$ cat config.mk
export PLATFORM = sky130hd
export DESIGN_NAME = seg_scan
export DESIGN_NICKNAME = d
export VERILOG_FILES = /design/src/rtl/seg_scan.sv
export SDC_FILE = /design/constraint.sdc
export NUM_CORES = 1
export LEC_CHECK = 0
export ABC_CLOCK_PERIOD_IN_PS = 1700
export CAP_MARGIN = 0
export CORE_ASPECT_RATIO = 1.75
export CORE_MARGIN = 4
export CORE_UTILIZATION = 45
export DETAILED_ROUTE_END_ITERATION = 12
export PLACE_DENSITY = 0.78
export SYNTH_ARGS = -nofsm -noshare
export SYNTH_HDL_FRONTEND = slang
export SYNTH_SLANG_ARGS = --single-unit
export TNS_END_PERCENT = 100
$ cat constraint.sdc
create_clock -name clk -period 1.7 [get_ports clk]
set_input_delay 0.34 -clock clk [delete_from_list [all_inputs] [get_ports clk]]
set_output_delay 0.34 -clock clk [all_outputs]
set_load 0.005 [all_outputs]
$ cat src/rtl/seg_scan.sv
// rtl/seg_scan.sv - multiplexed 7-segment scanner with dead time, PWM dimming, blink and zero blanking
module seg_scan #(
    parameter int NDIG      = 4,
    parameter int SCAN_DIV  = 16384,
    parameter int BLANK_CYC = 64,
    parameter int BLINK_DIV = 16777216
) (
    input  logic              clk,
    input  logic              rst_n,
    input  logic [4*NDIG-1:0] digits,
    input  logic [NDIG-1:0]   dp,
    input  logic [NDIG-1:0]   blink,
    input  logic              hex_mode,
    input  logic              lz_sup,
    input  logic [3:0]        bright,
    output logic [7:0]        a_to_g,
    output logic [NDIG-1:0]   en,
    output logic              frame_pulse
);

    localparam int SW = $clog2(SCAN_DIV);
    localparam int IW = $clog2(NDIG);
    localparam int BW = $clog2(BLINK_DIV);

    localparam logic [SW-1:0] SC_LAST  = SW'(SCAN_DIV - 1);
    localparam logic [SW-1:0] SC_BLANK = SW'(BLANK_CYC);
    localparam logic [IW-1:0] IDX_LAST = IW'(NDIG - 1);
    localparam logic [BW-1:0] BC_LAST  = BW'(BLINK_DIV - 1);

    logic [SW-1:0]   sc;
    logic [IW-1:0]   idx;
    logic [BW-1:0]   bcnt;
    logic            bphase;
    logic            wrapped;

    logic [NDIG-1:0] supp;
    logic            all_zero;
    logic [3:0]      code;
    logic            pwm_on;
    logic [7:0]      seg_next;
    logic [NDIG-1:0] en_next;

    function automatic logic [6:0] decode(input logic [3:0] c, input logic hex);
        case (c)
            4'd0:    decode = 7'b0000001;
            4'd1:    decode = 7'b1001111;
            4'd2:    decode = 7'b0010010;
            4'd3:    decode = 7'b0000110;
            4'd4:    decode = 7'b1001100;
            4'd5:    decode = 7'b0100100;
            4'd6:    decode = 7'b0100000;
            4'd7:    decode = 7'b0001111;
            4'd8:    decode = 7'b0000000;
            4'd9:    decode = 7'b0000100;
            4'd10:   decode = hex ? 7'b0001000 : 7'b1111111;
            4'd11:   decode = hex ? 7'b1100000 : 7'b1111111;
            4'd12:   decode = hex ? 7'b0110001 : 7'b1111111;
            4'd13:   decode = hex ? 7'b1000010 : 7'b1111111;
            4'd14:   decode = hex ? 7'b0110000 : 7'b1111111;
            default: decode = hex ? 7'b0111000 : 7'b1111111;
        endcase
    endfunction

    // Slot, scan and blink timebases; wrapped marks the first slot cycle of a new frame.
    always_ff @(posedge clk) begin
        if (!rst_n) begin
            sc      <= '0;
            idx     <= '0;
            bcnt    <= '0;
            bphase  <= 1'b0;
            wrapped <= 1'b0;
        end else begin
            wrapped <= (sc == SC_LAST) && (idx == IDX_LAST);
            if (sc == SC_LAST) begin
                sc  <= '0;
                idx <= (idx == IDX_LAST) ? '0 : idx + 1'b1;
            end else begin
                sc <= sc + 1'b1;
            end
            if (bcnt == BC_LAST) begin
                bcnt   <= '0;
                bphase <= ~bphase;
            end else begin
                bcnt <= bcnt + 1'b1;
            end
        end
    end

    // A digit is blanked when it and every more significant digit are zero.
    always_comb begin
        supp     = '0;
        all_zero = 1'b1;
        for (int i = NDIG - 1; i >= 1; i--) begin
            all_zero = all_zero & (digits[4*i +: 4] == 4'd0);
            supp[i]  = all_zero & lz_sup;
        end
    end

    always_comb begin
        code     = digits[idx*4 +: 4];
        pwm_on   = (bright == 4'd15) || (sc[3:0] < bright);
        seg_next = {~dp[idx], supp[idx] ? 7'b1111111 : decode(code, hex_mode)};
        en_next  = '1;
        if ((sc >= SC_BLANK) && !(bphase && blink[idx]) && pwm_on)
            en_next[idx] = 1'b0;
    end

    always_ff @(posedge clk) begin
        if (!rst_n) begin
            a_to_g      <= 8'hFF;
            en          <= '1;
            frame_pulse <= 1'b0;
        end else begin
            a_to_g      <= seg_next;
            en          <= en_next;
            frame_pulse <= wrapped;
        end
    end

endmodule

==> qor_table.md <==
| Quantity | Value | Unit |
|---|---|---|
| Largest net degree at the start of global routing | 23 | - |
| Routed length per placed instance | 13.4 | microns |
| Number of top-level pins | 45 | - |
| Clock root buffer | clkbuf_8 | - |
| Post-synthesis share of cell area spent on and, or, nand and nor gates | 0.251 | - |
| Via count of the first global-routing pass | 2340 | - |
| Initial antenna violation count | 0 | - |
| Initial DRC Count | 85 | - |
| Slew Viols, Final | 0 | - |
| Seq cells post-synth | 55 | - |
| Chip height | 110 | microns |
| Clock transition at the registers of the reported paths | 0.10 | ns |
| Final hold viol count | 0 | - |
| H-tree level count | 2 | - |
| Final setup vio count | 4 | - |
| Wire length of the first global-routing pass | 9630 | microns |
| Placement row count | 37 | - |
| Violated checks | negative setup slack | - |
| Setup crit start kind | flop | - |
| Vias/cell | 5.22 | - |
| Crit end category | flop | - |
| Critical register-to-register path endpoint | a_to_g[2] | - |
| Mapped Cells | 297 | - |
| Syn_nets | 339 | - |
| Async S/R FF share, synth | 0 | - |
| Number of nets with antenna violations after routing | 0 | - |
| Post-Syn Area | 0.00268 | sq mm |
| Worst relative slew slack | 0.592 | - |
| Cts bufs inserted | 5 | - |
| Global Route Usage Sum | 0.170 | - |
| Cells taking the most area after synthesis | dfxtp_1 (41%), xnor2_1 (7.2%), nor2_1 (6.9%), mux4_2 (5.0%), ha_1 (4.7%) | - |
| Start of the worst register-to-register path | idx[0] | - |
| Shortest clock period the worst path allows after layout | 1.72 | ns |
| Largest fanout on the critical path | 7 | - |
| Startpoint of the tightest hold check path | wrapped | - |
| Number of remaining DRC errors | 0 | - |
| HPWL after DPL | 4560 | microns |
| Leakage | 1.47 | nW |
| Util after Layout | 0.636 | - |
| CTS tree | yes | - |
| Peak Freq | 0.582 | GHz |
| Most frequent cells after synthesis | dfxtp_1 (55), nor2_1 (49), nand2_1 (22), xnor2_1 (22), nand3_1 (16) | - |
| Core area | 0.00583 | sq mm |
| YS warnings | 0 | - |
| Multiplexer share of the synthesized area | 0.0541 | - |
| # placed instances | 449 | - |
| Combinational family with the most area after synthesis | simple AND/OR/NAND/NOR gates | - |
| Wire length after detailed routing | 6180 | microns |
| Required time at the worst-slack endpoint | 1.94 | ns |
| Synth unique cells | 41 | - |
| Post-synthesis share of cell area spent on full adders, half adders and majority gates | 0.0508 | - |
| Sequential-to-total area share from yosys stat | 0.410 | - |
| Clk Latency, worst-skew pair | 0.31 | ns |
| Worst Hold Path EP | frame_pulse | - |
| Via count | 2407 | - |
| Final critical-path share of the clock period | 1.01 | - |
| Setup repair after global routing missed its margin | yes | - |
| Endpoint arrival time on the critical path | 1.96 | ns |
| Number of clock sinks seen by CTS | 55 | - |
| Worst Tran Pin Value | 0.609 | ns |
| Number of synthesized flops with an enable pin | 0 | - |
| Fraction of final layout cells with drive strength greater than 1 | 0.198 | - |
| Antenna diodes | 0 | - |
| Count of input and output buffers | 44 | - |
| First drt pass iteration count | 4 | - |
| Worst hold path depth | 1 | - |
| Post-Syn Area per Cell | 9.04 | sq um |
| Ratio of total power to cell area | 637 | mW/mm^2 |
| Kind of path behind the tightest hold check | reg2reg | - |
| Die area | 0.00731 | sq mm |
| Top-count cell post-synth | dfxtp_1 | - |
| Share of the synthesized area in the top cell type | 0.410 | - |
| Starting density of the core | 0.460 | - |
| Final net count | 424 | - |
| Most used flip-flop cell after synthesis | dfxtp_1 | - |
| Area fraction in compound gates after synthesis | 0.0699 | - |
| Setup slack of the worst register-to-register path | -0.02 | ns |
| Post-layout instance count excluding filler cells | 461 | - |
| Final worst clock skew | 0.0100 | ns |
| Number of maximum-capacitance constraint violations | 0 | - |
| Minimum setup slack in the final design | -0.0175 | ns |
| Deepest clock path buffer count | 2 | - |
| R2R cell count | 4 | - |
| Die width | 66.4 | microns |
| Most area-hungry cell type in the Yosys netlist | dfxtp_1 | - |
| Xor and xnor area share after synthesis | 0.117 | - |
| Outcome | finished, violations left | - |
| Area added between synthesis and finish | 38.2 | % |
| Worst IR Drop VDD | 453 | uV |
| Final GP Congestion | 0.814 | - |
| Remaining global-route overflow | 0 | - |
| Type of the setup path with the least slack | reg2reg | - |
-- cells in the final DEF, fill, tap and decap left out, types with 4 or more instances in the layout --
cell / synthesis / final
dfxtp_1: 55 / 53
nor2_1: 49 / 48
clkdlybuf4s50_1: 0 / 41
buf_4: 2 / 36
xnor2_1: 22 / 22
nand2_1: 22 / 22
nand3_1: 16 / 15
xor2_1: 14 / 14
inv_1: 14 / 13
ha_1: 10 / 10
and3_1: 7 / 7
mux4_2: 6 / 7
nor4_1: 9 / 6
o21ai_1: 7 / 6
nor3_1: 6 / 6
and4_1: 5 / 5
nand4_1: 5 / 5
nand2b_1: 6 / 5
clkbuf_8: 0 / 5
buf_6: 3 / 5
o211ai_1: 4 / 4
-- how the worst max path moves through the flow --
stage / start / end / slack (ns) / cells after the start
floorplan: idx[0] / a_to_g[1] / -0.08 / 6
global placement: digits[12] / a_to_g[1] / -0.31 / 5
detailed placement: bright[1] / en[2] / -0.34 / 7
CTS: digits[13] / a_to_g[6] / 0.0008 / 5
global route: idx[0] / a_to_g[5] / -0.09 / 6
finish: idx[0] / a_to_g[2] / -0.02 / 4
-- state kept, by name, indices dropped and copies added, names as in the netlist --
name / flops
a_to_g: 8
bcnt: 24
bphase: 1
en: 4
frame_pulse: 1
idx: 2
sc: 14
wrapped: 1
-- final cells by class --
| cell class | instances | area (sq um) |
|---|---|---|
| clock inverters | 3 | 25.0 |
| well taps | 78 | 97.6 |
| clock buffers | 5 | 68.8 |
| multi-input cells | 220 | 1580 |
| inverters | 15 | 56.3 |
| flip-flops and latches | 55 | 1110 |
| fillers | 473 | 2120 |
| repair buffers | 85 | 774 |
-- cells by family (layout without fill, tap and decap cells) --
| group | count (synthesis) | in the layout |
|---|---|---|
| adders and majority gates | 11 | 11 |
| xor gates and xnor gates | 36 | 36 |
| muxes | 7 | 8 |
| and+or+nand+nor | 136 | 137 |
| AOI/OAI and AO/OA | 28 | 28 |
| DFF | 55 | 55 |
| buffers and inverters | 24 | 108 |
-- per-stage QoR --
| step | worst slack, ns | setup TNS [ns] | total power, W | hold WS [ns] | cell area (sq um) |
|---|---|---|---|---|---|
| floorplan | -0.0824 | -0.0833 | 0.00149 | 0.402 | 2710 |
| global placement | -0.314 | -3.13 | 0.00164 | 0.418 | 3470 |
| detailed placement | -0.344 | -3.49 | 0.00165 | 0.423 | 3470 |
| CTS | 0.000788 | 0 | 0.00237 | 0.447 | 3590 |
| global route | -0.0885 | -0.756 | 0.00247 | 0.474 | 3710 |
| finish | -0.0175 | -0.0395 | 0.00236 | 0.444 | 3710 |
-- metal layers --
metal	GRT usage	routed length (microns)
met1	0.155	2230
met2	0.334	3430
met3	0.0355	274
met4	0.0901	249
met5	0	0
-- power by group --
| group | leakage [nW] | switching, W | internal [W] |
|---|---|---|---|
| clock network | 0.0443 | 0.000429 | 0.000295 |
| logic | 0.973 | 0.000134 | 0.000183 |
| registers | 0.448 | 0.0000108 | 0.00131 |
-- worst max-delay path: stages (launching register included) --
cell and delay (ns):
dfxtp_4 0.43, mux4_2 0.62, or2_4 0.32, and3_1 0.19
o21ai_1 0.10
-- what timing repair did --
action	in CTS	in global routing
endpoints found under the setup margin	10	34
pin swaps	3	10
resized for setup	5	19
endpoints found under the hold margin	0	0
gates cloned	0	2
hold buffers	0	0
buffers inserted	0	2
No activity file was read; power rests on OpenSTA's default activity.
